### config.mk
export PLATFORM = sky130hd
export DESIGN_NAME = pipeline_ctrl_flat
export DESIGN_NICKNAME = d
export VERILOG_FILES = /design/src/rtl/pipeline_ctrl_if.sv /design/src/rtl/pipeline_ctrl.sv /design/src/flat_wrapper.sv
export SDC_FILE = /design/constraint.sdc
export NUM_CORES = 1
export LEC_CHECK = 0
export ABC_CLOCK_PERIOD_IN_PS = 1150
export BUFFER_PORTS_ARGS = -buffer_cell sky130_fd_sc_hd__buf_2
export CAP_MARGIN = 15
export CORE_MARGIN = 2
export CORE_UTILIZATION = 15
export DETAILED_ROUTE_END_ITERATION = 8
export PLACE_DENSITY_LB_ADDON = 0.3
export RECOVER_POWER = 50
export SYNTH_ARGS = -nofsm -noshare
export SYNTH_HDL_FRONTEND = slang
export SYNTH_SLANG_ARGS = --single-unit
export TNS_END_PERCENT = 10
### constraint.sdc
create_clock -name clk -period 1.15 [get_ports clk]
set_clock_uncertainty 0.15 [all_clocks]
set_input_delay 0.23 -clock clk [delete_from_list [all_inputs] [get_ports clk]]
set_output_delay 0.23 -clock clk [all_outputs]
set_load 0.01 [all_outputs]
### src/rtl/pipeline_ctrl_if.sv
// Push handshake from the hazard/interrupt controller to the memory stage.
interface pipeline_ctrl_if #(
  parameter int unsigned DATA_W = 16
);
  logic              int_push_valid;
  logic [DATA_W-1:0] int_push_data;
  logic              int_push_ready;

  modport master (output int_push_valid, output int_push_data, input int_push_ready);
  modport slave  (input int_push_valid, input int_push_data, output int_push_ready);
endinterface

### src/rtl/pipeline_ctrl.sv
// Load-use/branch hazard control plus interrupt entry sequencing for the 5-stage pipeline.
// The interrupt path is built only when PIPE_CTRL_INT_EN is defined.
module pipeline_ctrl #(
  parameter int unsigned DATA_W       = 16,
  parameter int unsigned PC_W         = 32,
  parameter int unsigned REG_ADDR_W   = 3,
  parameter int unsigned FLAG_W       = 3,
  parameter int unsigned DRAIN_CYCLES = 3
) (
  input  logic                  clk,
  input  logic                  rst,
  input  logic                  irq,
  input  logic [REG_ADDR_W-1:0] dec_rs1,
  input  logic [REG_ADDR_W-1:0] dec_rs2,
  input  logic                  dec_rs1_used,
  input  logic                  dec_rs2_used,
  input  logic                  dec_valid,
  input  logic [PC_W-1:0]       dec_pc,
  input  logic [PC_W-1:0]       fetch_pc,
  input  logic                  ex_mem_read,
  input  logic [REG_ADDR_W-1:0] ex_rdest,
  input  logic                  branch_taken,
  input  logic [FLAG_W-1:0]     flags,
  output logic                  stall_fd,
  output logic                  flush_fd,
  output logic                  bubble_ex,
  output logic                  vector_load,
  output logic                  int_busy,
  pipeline_ctrl_if.master       push
);

  logic live_q;
  logic load_use;
  logic int_idle;
  logic int_hold;
  logic accept;

  // Outputs stay quiet during reset and for the first cycle after release.
  always_ff @(posedge clk or negedge rst) begin
    if (!rst) live_q <= 1'b0;
    else      live_q <= 1'b1;
  end

  assign load_use = ex_mem_read & dec_valid &
                    ((dec_rs1_used & (dec_rs1 == ex_rdest)) |
                     (dec_rs2_used & (dec_rs2 == ex_rdest)));

  // Branch flush beats the load-use stall; an active interrupt sequence beats both.
  assign flush_fd  = live_q & int_idle & (branch_taken | accept);
  assign stall_fd  = live_q & (int_hold | (int_idle & ~branch_taken & load_use));
  assign bubble_ex = live_q & (int_hold | (int_idle & (branch_taken | load_use | accept)));

`ifdef PIPE_CTRL_INT_EN
  localparam int unsigned PC_WORDS = PC_W / DATA_W;
  localparam int unsigned IDX_W    = (PC_WORDS > 1) ? $clog2(PC_WORDS) : 1;
  localparam int unsigned CNT_W    = 4;

  typedef enum logic [2:0] {S_IDLE, S_DRAIN, S_PUSH_PC, S_PUSH_FLAGS, S_VECTOR} state_t;

  state_t            state_q, state_d;
  logic              irq_q;
  logic              irq_edge;
  logic              pending_q, pending_d;
  logic [CNT_W-1:0]  cnt_q, cnt_d;
  logic [IDX_W-1:0]  idx_q, idx_d;
  logic [PC_W-1:0]   resume_pc_q, resume_pc_d;
  logic              push_valid;
  logic [DATA_W-1:0] push_data;
  logic              vec;
  logic              busy;

  assign irq_edge = live_q & irq & ~irq_q;

  always_ff @(posedge clk or negedge rst) begin
    if (!rst) begin
      state_q     <= S_IDLE;
      irq_q       <= 1'b0;
      pending_q   <= 1'b0;
      cnt_q       <= '0;
      idx_q       <= '0;
      resume_pc_q <= '0;
    end else begin
      state_q     <= state_d;
      irq_q       <= irq;
      pending_q   <= pending_d;
      cnt_q       <= cnt_d;
      idx_q       <= idx_d;
      resume_pc_q <= resume_pc_d;
    end
  end

  always_comb begin
    state_d     = state_q;
    pending_d   = pending_q | irq_edge;
    cnt_d       = cnt_q;
    idx_d       = idx_q;
    resume_pc_d = resume_pc_q;
    accept      = 1'b0;
    int_hold    = 1'b0;
    push_valid  = 1'b0;
    push_data   = '0;
    vec         = 1'b0;
    busy        = 1'b0;
    case (state_q)
      S_IDLE: begin
        if (pending_q && !load_use && !branch_taken) begin
          accept      = 1'b1;
          pending_d   = irq_edge;
          resume_pc_d = dec_valid ? dec_pc : fetch_pc;
          cnt_d       = CNT_W'(DRAIN_CYCLES);
          state_d     = S_DRAIN;
        end
      end
      S_DRAIN: begin
        busy     = 1'b1;
        int_hold = 1'b1;
        if (cnt_q == CNT_W'(1)) begin
          cnt_d   = '0;
          idx_d   = IDX_W'(PC_WORDS - 1);
          state_d = S_PUSH_PC;
        end else begin
          cnt_d = cnt_q - CNT_W'(1);
        end
      end
      S_PUSH_PC: begin
        busy       = 1'b1;
        int_hold   = 1'b1;
        push_valid = 1'b1;
        push_data  = DATA_W'(resume_pc_q >> (DATA_W * 32'(idx_q)));
        if (push.int_push_ready) begin
          if (idx_q == '0) state_d = S_PUSH_FLAGS;
          else             idx_d   = idx_q - IDX_W'(1);
        end
      end
      S_PUSH_FLAGS: begin
        busy       = 1'b1;
        int_hold   = 1'b1;
        push_valid = 1'b1;
        push_data  = DATA_W'(flags);
        if (push.int_push_ready) state_d = S_VECTOR;
      end
      S_VECTOR: begin
        busy     = 1'b1;
        int_hold = 1'b1;
        vec      = 1'b1;
        state_d  = S_IDLE;
      end
      default: state_d = S_IDLE;
    endcase
  end

  assign int_idle            = (state_q == S_IDLE);
  assign vector_load         = vec;
  assign int_busy            = busy;
  assign push.int_push_valid = push_valid;
  assign push.int_push_data  = push_data;
`else
  logic unused_int;

  assign int_idle            = 1'b1;
  assign int_hold            = 1'b0;
  assign accept              = 1'b0;
  assign vector_load         = 1'b0;
  assign int_busy            = 1'b0;
  assign push.int_push_valid = 1'b0;
  assign push.int_push_data  = '0;
  assign unused_int          = ^{irq, dec_pc, fetch_pc, flags, push.int_push_ready};
`endif

endmodule

### src/flat_wrapper.sv
// flat-port wrapper written by rule: the top's interface ports become plain ports
module pipeline_ctrl_flat 
#(
  parameter int unsigned DATA_W       = 16,
  parameter int unsigned PC_W         = 32,
  parameter int unsigned REG_ADDR_W   = 3,
  parameter int unsigned FLAG_W       = 3,
  parameter int unsigned DRAIN_CYCLES = 3
)
  (clk, rst, irq, dec_rs1, dec_rs2, dec_rs1_used, dec_rs2_used, dec_valid, dec_pc, fetch_pc, ex_mem_read, ex_rdest, branch_taken, flags, stall_fd, flush_fd, bubble_ex, vector_load, int_busy, push_int_push_valid, push_int_push_data, push_int_push_ready);
  pipeline_ctrl_if #(.DATA_W(DATA_W)) push_i ();
  input  logic clk;
  input  logic rst;
  input  logic irq;
  input  logic [REG_ADDR_W-1:0] dec_rs1;
  input  logic [REG_ADDR_W-1:0] dec_rs2;
  input  logic dec_rs1_used;
  input  logic dec_rs2_used;
  input  logic dec_valid;
  input  logic [PC_W-1:0] dec_pc;
  input  logic [PC_W-1:0] fetch_pc;
  input  logic ex_mem_read;
  input  logic [REG_ADDR_W-1:0] ex_rdest;
  input  logic branch_taken;
  input  logic [FLAG_W-1:0] flags;
  output logic stall_fd;
  output logic flush_fd;
  output logic bubble_ex;
  output logic vector_load;
  output logic int_busy;
  output wire logic [$bits(push_i.int_push_valid)-1:0] push_int_push_valid;
  output wire logic [$bits(push_i.int_push_data)-1:0] push_int_push_data;
  input wire logic [$bits(push_i.int_push_ready)-1:0] push_int_push_ready;
  assign push_int_push_valid = push_i.int_push_valid;
  assign push_int_push_data = push_i.int_push_data;
  assign push_i.int_push_ready = push_int_push_ready;
  pipeline_ctrl #(.DATA_W(DATA_W), .PC_W(PC_W), .REG_ADDR_W(REG_ADDR_W), .FLAG_W(FLAG_W), .DRAIN_CYCLES(DRAIN_CYCLES)) u_core (.clk(clk), .rst(rst), .irq(irq), .dec_rs1(dec_rs1), .dec_rs2(dec_rs2), .dec_rs1_used(dec_rs1_used), .dec_rs2_used(dec_rs2_used), .dec_valid(dec_valid), .dec_pc(dec_pc), .fetch_pc(fetch_pc), .ex_mem_read(ex_mem_read), .ex_rdest(ex_rdest), .branch_taken(branch_taken), .flags(flags), .stall_fd(stall_fd), .flush_fd(flush_fd), .bubble_ex(bubble_ex), .vector_load(vector_load), .int_busy(int_busy), .push(push_i));
endmodule
After elaboration in Yosys (flattened, before gate mapping)
Index checks and enable logic that the tools add are counted.

Memories: 0. Input bits: 85. Latch bits: 0. Output and inout bits: 22. Flip-flop bits (word level): 1. ROM bits: 0. RAM bits: 0.

Order comparisons: 0. Divide/modulo/power cells: 0. Reduce and logical (&&, ||, !) cells: 0. Add/subtract/negate cells: 0. Equal/unequal tests: 2. Multiplexer cells: 0. Shifts and indexed selects: 0. Multipliers: 0. Bitwise gates (word level): 11.

Operators with widths (number): 1-bit AND (8); 3-bit equality test (2); 1-bit OR (2); 1-bit inverter (1).

Longest topological paths before layout
Gate-level depths: netlist of the first run.

Depth in word-level cells: 6. Mapped depth: 4. Depth with buffers taken out: 4.

Worst setup path before layout of the first run
No wires, ideal clock.

Kind: input port to output port. From: in ex_rdest[0]. To: out stall_fd. Slack: -6 ps. Data arrival time: 776 ps. Stages: 4. Data required time: 770 ps. Cell sequence: xnor2_1 nand4_1 a21oi_1 and2b_2.

Cells in the longest elaborated chain, start to end: 6. Elaborated cells between the ends (all ways): 8.

Ends and longest elaborated chain: start, declared (RTL line flat_wrapper.sv:23) `input logic [REG_ADDR_W-1:0] ex_rdest;`; 3-bit equality test, on equally long branches (RTL line pipeline_ctrl.sv:45, pipeline_ctrl.sv:46); 1-bit AND, on equally long branches (RTL line pipeline_ctrl.sv:45, pipeline_ctrl.sv:46); 1-bit OR (*) (RTL line pipeline_ctrl.sv:45) `((dec_rs1_used & (dec_rs1 == ex_rdest)) |`; 1-bit AND (*) (RTL line pipeline_ctrl.sv:44) `assign load_use = ex_mem_read & dec_valid &`; 1-bit AND (*) (2 in a row) (RTL line pipeline_ctrl.sv:50) `assign stall_fd = live_q & (int_hold | (int_idle & ~branch_taken & load_use));`; end, declared (RTL line flat_wrapper.sv:26) `output logic stall_fd;`.

Mark *: on every way between the ends. The rest lies on a longest branch, timed or not.

Worst setup path in the final report of the first run
From: in ex_rdest[2]. To: out stall_fd.

Same word-level chain as after synthesis.

==> results of run 1 <==
layout make-up:
class / instances / area [um2]
fill: 195 / 1280
multi-input combinational: 33 / 220
timing repair buffer: 19 / 146
tap: 25 / 31.3
sequential: 1 / 25.0
what timing repair did:
item,in CTS,in global routing
pin swaps,7,1
gates resized for setup,13,1
hold buffers,1,0
setup buffers,0,0
hold endpoints to repair,1,0
endpoints found under the setup margin,2,2
cells in the final DEF, fill, tap and decap left out:
cell,instances
sky130_fd_sc_hd__buf_2,10
sky130_fd_sc_hd__nand4_1,2
sky130_fd_sc_hd__buf_4,1
sky130_fd_sc_hd__xnor2_2,6
sky130_fd_sc_hd__buf_6,7
sky130_fd_sc_hd__and2_1,1
sky130_fd_sc_hd__or2_1,1
sky130_fd_sc_hd__and2b_2,1
sky130_fd_sc_hd__a21oi_2,1
sky130_fd_sc_hd__dfrtp_1,1
sky130_fd_sc_hd__conb_1,20
sky130_fd_sc_hd__nand3_1,1
sky130_fd_sc_hd__dlygate4sd3_1,1
path summary, 6_finish.rpt:
path / start / end / slack (ns)
worst max-delay path: ex_rdest[2] / stall_fd / -0.23
worst min-delay path: rst / u_core.live_q / 0.39
max in group asynchronous: rst / u_core.live_q / 0.38
min in group clk: branch_taken / flush_fd / 0.65
routing by layer:
layer / vias to the layer above / GRT usage [%] / wire (um)
li1: 106 / - / -
met1: 100 / 4.41 / 119
met2: 12 / 10.0 / 321
met3: 0 / 0.784 / 38
met4: 0 / 0 / 0
met5: - / 0 / 0
power breakdown:
| part | switching [mW] | internal, mW | leakage (nW) |
|---|---|---|---|
| Combinational | 0.0619 | 0.0681 | 0.219 |
| Clock | 0 | 0 | 0 |
| Sequential | 0.000726 | 0.0376 | 0.0117 |
Yosys cell counts, drive strengths merged:
cell type | number | share of area (%)
xnor2 | 6 | 19
dfrtp | 1 | 9.2
and2 | 1 | 2.3
or2 | 1 | 2.3
nand4 | 2 | 4.6
conb | 2 | 2.8
buf | 19 | 53
nand3 | 1 | 1.8
and2b | 1 | 3.2
a21oi | 1 | 1.8
kinds of logic (layout without fill, tap and decap cells):
| kind of cell | Yosys count | in the layout | synth area share [%] |
|---|---|---|---|
| buffers and inverters | 19 | 19 | 52.5 |
| flip-flops | 1 | 1 | 9.22 |
| other | 2 | 20 | 2.77 |
| XOR/XNOR | 6 | 6 | 19.4 |
| AO/OA/AOI/OAI | 1 | 1 | 1.84 |
| AND/OR/NAND/NOR | 6 | 6 | 14.3 |
metrics by stage:
| step | hold WS, ns | worst slack [ns] | TNS, ns | power [mW] |
|---|---|---|---|---|
| after floorplan | -0.216 | 0.00523 | 0 | 0.145 |
| after global placement | -0.145 | -0.316 | -0.602 | 0.135 |
| after detailed placement | -0.142 | -0.314 | -0.596 | 0.137 |
| after CTS | 0.388 | -0.243 | -0.483 | 0.165 |
| after global routing | 0.401 | -0.309 | -0.600 | 0.184 |
| final | 0.385 | -0.228 | -0.435 | 0.168 |
critical path: stages:
cell and delay [ns]:
sky130_fd_sc_hd__buf_4 0.13, sky130_fd_sc_hd__xnor2_2 0.12, sky130_fd_sc_hd__nand4_1 0.12, sky130_fd_sc_hd__a21oi_2 0.16
sky130_fd_sc_hd__and2b_2 0.16, sky130_fd_sc_hd__buf_6 0.09
==> impl_metrics.yaml, run 1 <==
floorplanning:
  fp-row-count: 15
  initial_utilization_pct: 15.9
  die_h_um: 46.5
  dieArea_um2: 2170
  core_area_um2: 1710
  top_level_ports: 107
  die_w_um: 46.5
worst_hold_path:
  worst_min_delay_path_class: "in -> async"
timing:
  post-route-worst-setup-slack_ns: -0.228
  hold_viol_final: 0
  max_freq_mhz: 726
  finalCritPeriodShare_pct: 120
  period_needed_ns: 1.38
  rsz0062_at_grt: "true"
  final_max_slew_viol_count: 0
  setup_viol: 2
synthesis:
  ys_seq_area_share_pct: 9.22
  post_synth_num_cell_types: 10
  postSynthRegisterBits: 1
  synthesis.area_per_instance_um2: 7.76
  netlist_area_um2: 272
  yosys_warn_count: 0
  postSynthCellCount: 35
power:
  worst_ir_drop_vdd_mv: 0.185
  pwr_density_cell_nw_per_um2: 398
  p_leak_nw: 0.231
final_layout:
  drive_gt1_share_pct: 49.1
  biggest_regs: "u_core.live_q (1)"
  finalCoreUtilization_pct: 24.8
  fin_cells: 78
  final_area_um2: 423
  flow.area_growth_from_synthesis_pct: 55.8
  num_antenna_cells: 0
  max_reg_flops: 1
  finalNetCount: 140
  registers.top_by_ff_count: "u_core.live_q"
placement:
  gp_congestion: 0.605
  detailedPlacementHpwl_um: 449
  placed_cells: 77
  placement.cell_area_um2: 333
  numPortBuffers: 18
worst_setup_path:
  endpoint_class_of_the_critical_path: "primary output"
  worst_setup_path_start_kind: "input pin"
  path_class: "in -> out"
  timing.critical_path.arrival_ns: 1.00
  worstPathRequired_ns: 0.77
  worstPathMaxFanout: 2
route:
  detail_route.vias_per_cell: 2.79
  first_pass_drt_iterations: 1
  post_route_drc_violation_count: 0
  detail-route-antenna-nets: 0
  detailedRoute.firstIterationViolations: 0
  drt-wirelength-per-cell_um: 6.14
  route.vias.total: 218
  routed_wl_um: 479
run_status:
  violations_in_the_final_reports: "setup timing"
  outcome: "finished, violations left"
grt:
  grt_pass1_wl_um: 731
  largest_net_degree_at_the_start_of_global_routing: 3
  grt_antenna_before_repair: 0
  grt-ovfl-total: 0
  track_usage_pct: 4.54
  grt_pass1_vias: 181
clock_tree:
  clk_transition_reported_paths_ns: 0
flow_run:
  drv_cap: 0
Note: power is estimated with default switching activity, not from simulation.
==> run 2, diff against run 1 <==
--- a/config.mk
+++ b/config.mk
@@ -8,11 +8,12 @@
 export ABC_CLOCK_PERIOD_IN_PS = 1150
 export BUFFER_PORTS_ARGS = -buffer_cell sky130_fd_sc_hd__buf_2
 export CAP_MARGIN = 15
-export CORE_MARGIN = 2
+export CORE_MARGIN = 1
 export CORE_UTILIZATION = 15
 export DETAILED_ROUTE_END_ITERATION = 8
 export PLACE_DENSITY_LB_ADDON = 0.3
 export RECOVER_POWER = 50
+export SETUP_SLACK_MARGIN = 0.2
 export SYNTH_ARGS = -nofsm -noshare
 export SYNTH_HDL_FRONTEND = slang
 export SYNTH_SLANG_ARGS = --single-unit
==> run 2 against run 1 <==
The run still ends with setup timing left; wire length is 10% lower; fmax is essentially flat; largest cell class unchanged; die area decreased by 8.4%; power increased by 2.2%; sequential cell count did not move; combinational power barely moved; final cell count unchanged; via count grew 0.92%; sequential power hardly changed; worst setup slack better by 0.00099 ns; final area rose by 3.0%.
==> impl_metrics.yaml, run 2 (synthesis results as in run 1) <==
run_status:
  outcome: "finished, violations left"
  violations_in_the_final_reports: "setup timing"
final_layout:
  number_of_inserted_filler_cells_in_the_final_layout: 200
  finalNetCount: 140
  max_reg_flops: 1
  biggest_regs: "u_core.live_q (1)"
  registers.top_by_ff_count: "u_core.live_q"
  drive_gt1_share_pct: 50.9
  num_antenna_cells: 0
  fin_cells: 78
  layout_commonest_cell: "sky130_fd_sc_hd__conb_1"
  area.sequential_um2: 25.0
  multiInputGateArea_um2: 223
  finalCoreUtilization_pct: 25.5
  flow.area_growth_from_synthesis_pct: 60.4
  final_cell_mix: "20 x sky130_fd_sc_hd__conb_1, 9 x sky130_fd_sc_hd__buf_2, 9 x sky130_fd_sc_hd__buf_6, 6 x sky130_fd_sc_hd__xnor2_2, 2 x sky130_fd_sc_hd__nand4_1"
floorplanning:
  die_w_um: 44.5
  dieArea_um2: 1980
  die_h_um: 44.5
  initial_utilization_pct: 15.9
  core_area_um2: 1710
  top_level_ports: 107
  fp-row-count: 15
worst_setup_path:
  cp_cell_sequence: "buf_6, xnor2_2, nand4_1, a21oi_2, and2b_2, buf_6"
  endpoint_class_of_the_critical_path: "primary output"
  critPathLaunch: "ex_rdest[1]"
  cell_repeated_most_along_the_worst_path: "sky130_fd_sc_hd__buf_6"
  worst_setup_path_start_kind: "input pin"
  worstPathRequired_ns: 0.77
  path_class: "in -> out"
  cpPeakStageDelay_ns: 0.16
  timing.critical_path.arrival_ns: 1.00
  worstPathMaxFanout: 2
  crit_path_top_delay_cell: "sky130_fd_sc_hd__a21oi_2"
  timing.critical_path.to: "stall_fd"
route:
  first_pass_drt_iterations: 1
  detail_route.vias_per_cell: 2.82
  detail-route-antenna-nets: 0
  route.vias.total: 220
  detailedRoute.firstIterationViolations: 0
  routed_wl_um: 430
  drt-wirelength-per-cell_um: 5.51
  post_route_drc_violation_count: 0
grt:
  grt-busiest-layer: "met2"
  global_route.usage.met2_pct: 10.6
  gr-usage-met1_pct: 4.16
  grt_pass1_vias: 174
  grt_antenna_before_repair: 0
  largest_net_degree_at_the_start_of_global_routing: 3
  grt_pass1_wl_um: 676
  globalRouteMet3Util_pct: 0
  grt-ovfl-total: 0
  track_usage_pct: 4.44
timing:
  final_max_slew_viol_count: 0
  period_needed_ns: 1.38
  post-route-worst-setup-slack_ns: -0.227
  total_neg_setup_slack_ns: -0.423
  max_freq_mhz: 726
  setup_viol: 2
  hold_viol_final: 0
  worst_hold_slack_ns: 0.385
  finalCritPeriodShare_pct: 120
  rsz0062_at_grt: "true"
placement:
  numPortBuffers: 18
  place_worst_setup_slack_ns: -0.335
  placed_cells: 77
  gp_congestion: 0.613
  detailedPlacementHpwl_um: 368
power:
  p_leak_nw: 0.235
  worst_ir_drop_vdd_mv: 0.179
  pwr_density_cell_nw_per_um2: 395
flow_run:
  drv_cap: 0
worst_hold_path:
  worst_min_delay_path_class: "in -> async"
clock_tree:
  clk_transition_reported_paths_ns: 0
==> run 2: area by class of cell <==
type	instances	share of cell area (%)
Sequential cell	1	5.75
Multi-Input combinational cell	33	51.1
Tap cell	25	7.18
Timing Repair Buffer	19	35.9
==> run 2: layer usage <==
layer / vias to the layer above / wire, um
li1: 108 / -
met1: 98 / 111
met2: 14 / 282
met3: 0 / 36
met4: 0 / 0
met5: - / 0
==> run 2: power by group <==
part           switching (mW)  total (mW)  internal, mW
Clock                       0           0             0
Sequential            0.00102      0.0387        0.0377
Combinational          0.0608       0.133        0.0726
==> run 2: what timing repair did <==
action	CTS	global route
pin swaps	8	5
setup endpoints to repair	3	3
gates resized for setup	15	1
hold endpoints to repair	1	0
buffers inserted	0	0
hold buffers	1	0
==> run 2: per-stage QoR <==
stage | total power [mW] | cell area [um2]
after global placement | 0.137 | 335
after CTS | 0.170 | 429
after global routing | 0.187 | 435
after detailed placement | 0.137 | 335
final | 0.172 | 435
after floorplan | 0.147 | 357
==> run 2: worst min path at each step <==
stage	to	startpoint	cells past startpoint	slack, ns
after floorplan	u_core.live_q	rst	0	-0.22
after global placement	u_core.live_q	rst	1	-0.14
after detailed placement	u_core.live_q	rst	1	-0.14
after CTS	u_core.live_q	rst	2	0.38
after global routing	u_core.live_q	rst	2	0.40
final	u_core.live_q	rst	2	0.38
==> run 2: critical path: cells and delay by family <==
| kind | cells | cell delay, ns |
|---|---|---|
| compound gates | 1 | 0.16 |
| xor+xnor | 1 | 0.13 |
| buf+inv | 2 | 0.19 |
| simple gates | 2 | 0.28 |
==> run 3, diff against run 2 <==
--- a/config.mk
+++ b/config.mk
@@ -17,4 +17,3 @@
 export SYNTH_ARGS = -nofsm -noshare
 export SYNTH_HDL_FRONTEND = slang
 export SYNTH_SLANG_ARGS = --single-unit
-export TNS_END_PERCENT = 10
==> run 3 against run 2 <==
The run still ends with setup timing left; fmax is the same; sequential share of layout area is the same; worst setup slack is the same; wire length is the same; via count is the same; combinational power is essentially flat; sequential power is essentially flat; final area is the same; final cell count is the same; power is the same; critical path type unchanged.
==> impl_metrics.yaml, run 3 (synthesis results as in run 1) <==
final_layout:
  layout_commonest_cell: "sky130_fd_sc_hd__conb_1"
  final_cell_mix: "20 x sky130_fd_sc_hd__conb_1, 9 x sky130_fd_sc_hd__buf_2, 9 x sky130_fd_sc_hd__buf_6, 6 x sky130_fd_sc_hd__xnor2_2, 2 x sky130_fd_sc_hd__nand4_1"
  max_reg_flops: 1
  registers.top_by_ff_count: "u_core.live_q"
  finalNetCount: 140
  drive_gt1_share_pct: 50.9
  num_antenna_cells: 0
  flow.area_growth_from_synthesis_pct: 60.4
  biggest_regs: "u_core.live_q (1)"
placement:
  numPortBuffers: 18
  place_worst_setup_slack_ns: -0.335
  detailedPlacementHpwl_um: 368
  gp_congestion: 0.613
timing:
  post-route-worst-setup-slack_ns: -0.227
  period_needed_ns: 1.38
  setup_viol: 2
  hold_viol_final: 0
  total_neg_setup_slack_ns: -0.423
  finalCritPeriodShare_pct: 120
  max_freq_mhz: 726
  final_max_slew_viol_count: 0
  rsz0062_at_grt: "true"
route:
  first_pass_drt_iterations: 1
  route.vias.total: 220
  detailedRoute.firstIterationViolations: 0
  drt-wirelength-per-cell_um: 5.51
  detail_route.vias_per_cell: 2.82
  post_route_drc_violation_count: 0
  routed_wl_um: 430
  detail-route-antenna-nets: 0
grt:
  grt-ovfl-total: 0
  grt_pass1_vias: 174
  grt_antenna_before_repair: 0
  track_usage_pct: 4.44
  largest_net_degree_at_the_start_of_global_routing: 3
  grt_pass1_wl_um: 676
power:
  p_int_mw: 0.110
  pwr_density_cell_nw_per_um2: 395
  finalPower_mw: 0.172
  power.switching_mw: 0.0618
  power.clock.fraction_pct: 0
  p_leak_nw: 0.235
  sequentialPowerShare_pct: 22.5
  sw_frac_of_total_pct: 35.9
  comb_power_share_pct: 77.5
  worst_ir_drop_vdd_mv: 0.179
worst_setup_path:
  timing.critical_path.to: "stall_fd"
  worstPathMaxFanout: 2
  critPathLaunch: "ex_rdest[1]"
  endpoint_class_of_the_critical_path: "primary output"
  worst_setup_path_start_kind: "input pin"
  worstPathRequired_ns: 0.77
  timing.critical_path.arrival_ns: 1.00
  path_class: "in -> out"
floorplanning:
  top_level_ports: 107
  initial_utilization_pct: 15.9
  core_area_um2: 1710
  die_w_um: 44.5
  fp-row-count: 15
  die_h_um: 44.5
  dieArea_um2: 1980
clock_tree:
  clk_transition_reported_paths_ns: 0
  cts_post_setup_buffers_inserted: 0
worst_hold_path:
  worst_min_delay_path_class: "in -> async"
run_status:
  violations_in_the_final_reports: "setup timing"
  outcome: "finished, violations left"
flow_run:
  drv_cap: 0
run 3: per-stage QoR:
stage,area [um2],util (%),hold WS (ns),instances
after CTS,429,25.1,0.384,78
after global routing,435,25.5,0.405,78
after global placement,335,19.6,-0.144,77
final,435,25.5,0.385,78
after floorplan,357,-,-0.216,53
after detailed placement,335,19.6,-0.144,77
run 3: final cells by class:
class	count	area, um2
tap	25	31.3
multi-input combinational	33	223
timing repair buffer	19	156
sequential	1	25.0
fill	200	1270
run 3: layer usage:
layer | track usage, % | wire [um]
met1 | 4.16 | 111
met2 | 10.6 | 282
met3 | 0 | 36
met4 | 0 | 0
met5 | 0 | 0
run 3: worst min-delay path by stage:
stage               cells after the start  from            end
floorplan                               0   rst  u_core.live_q
global placement                        1   rst  u_core.live_q
detailed placement                      1   rst  u_core.live_q
CTS                                     2   rst  u_core.live_q
global route                            2   rst  u_core.live_q
finish                                  2   rst  u_core.live_q
run 3: power groups by stage:
stage / logic, mW / clock network, mW / registers [mW]
3_3_place_gp: 0.0981 / 0 / 0.0388
4_1_cts: 0.131 / 0 / 0.0388
6_report: 0.133 / 0 / 0.0387
5_1_grt: 0.148 / 0 / 0.0389
2_1_floorplan: 0.108 / 0 / 0.0383
3_5_place_dp: 0.0985 / 0 / 0.0388
run 3: critical path, stage by stage:
cell and delay (ns):
sky130_fd_sc_hd__buf_6 0.10, sky130_fd_sc_hd__xnor2_2 0.13, sky130_fd_sc_hd__nand4_1 0.12, sky130_fd_sc_hd__a21oi_2 0.16, sky130_fd_sc_hd__and2b_2 0.16, sky130_fd_sc_hd__buf_6 0.09
run 3: repair_timing:
action,in CTS,in global routing
setup endpoints to repair,3,3
gates resized for setup,15,1
hold buffers,1,0
endpoints found under the hold margin,1,0
pin swaps,8,5
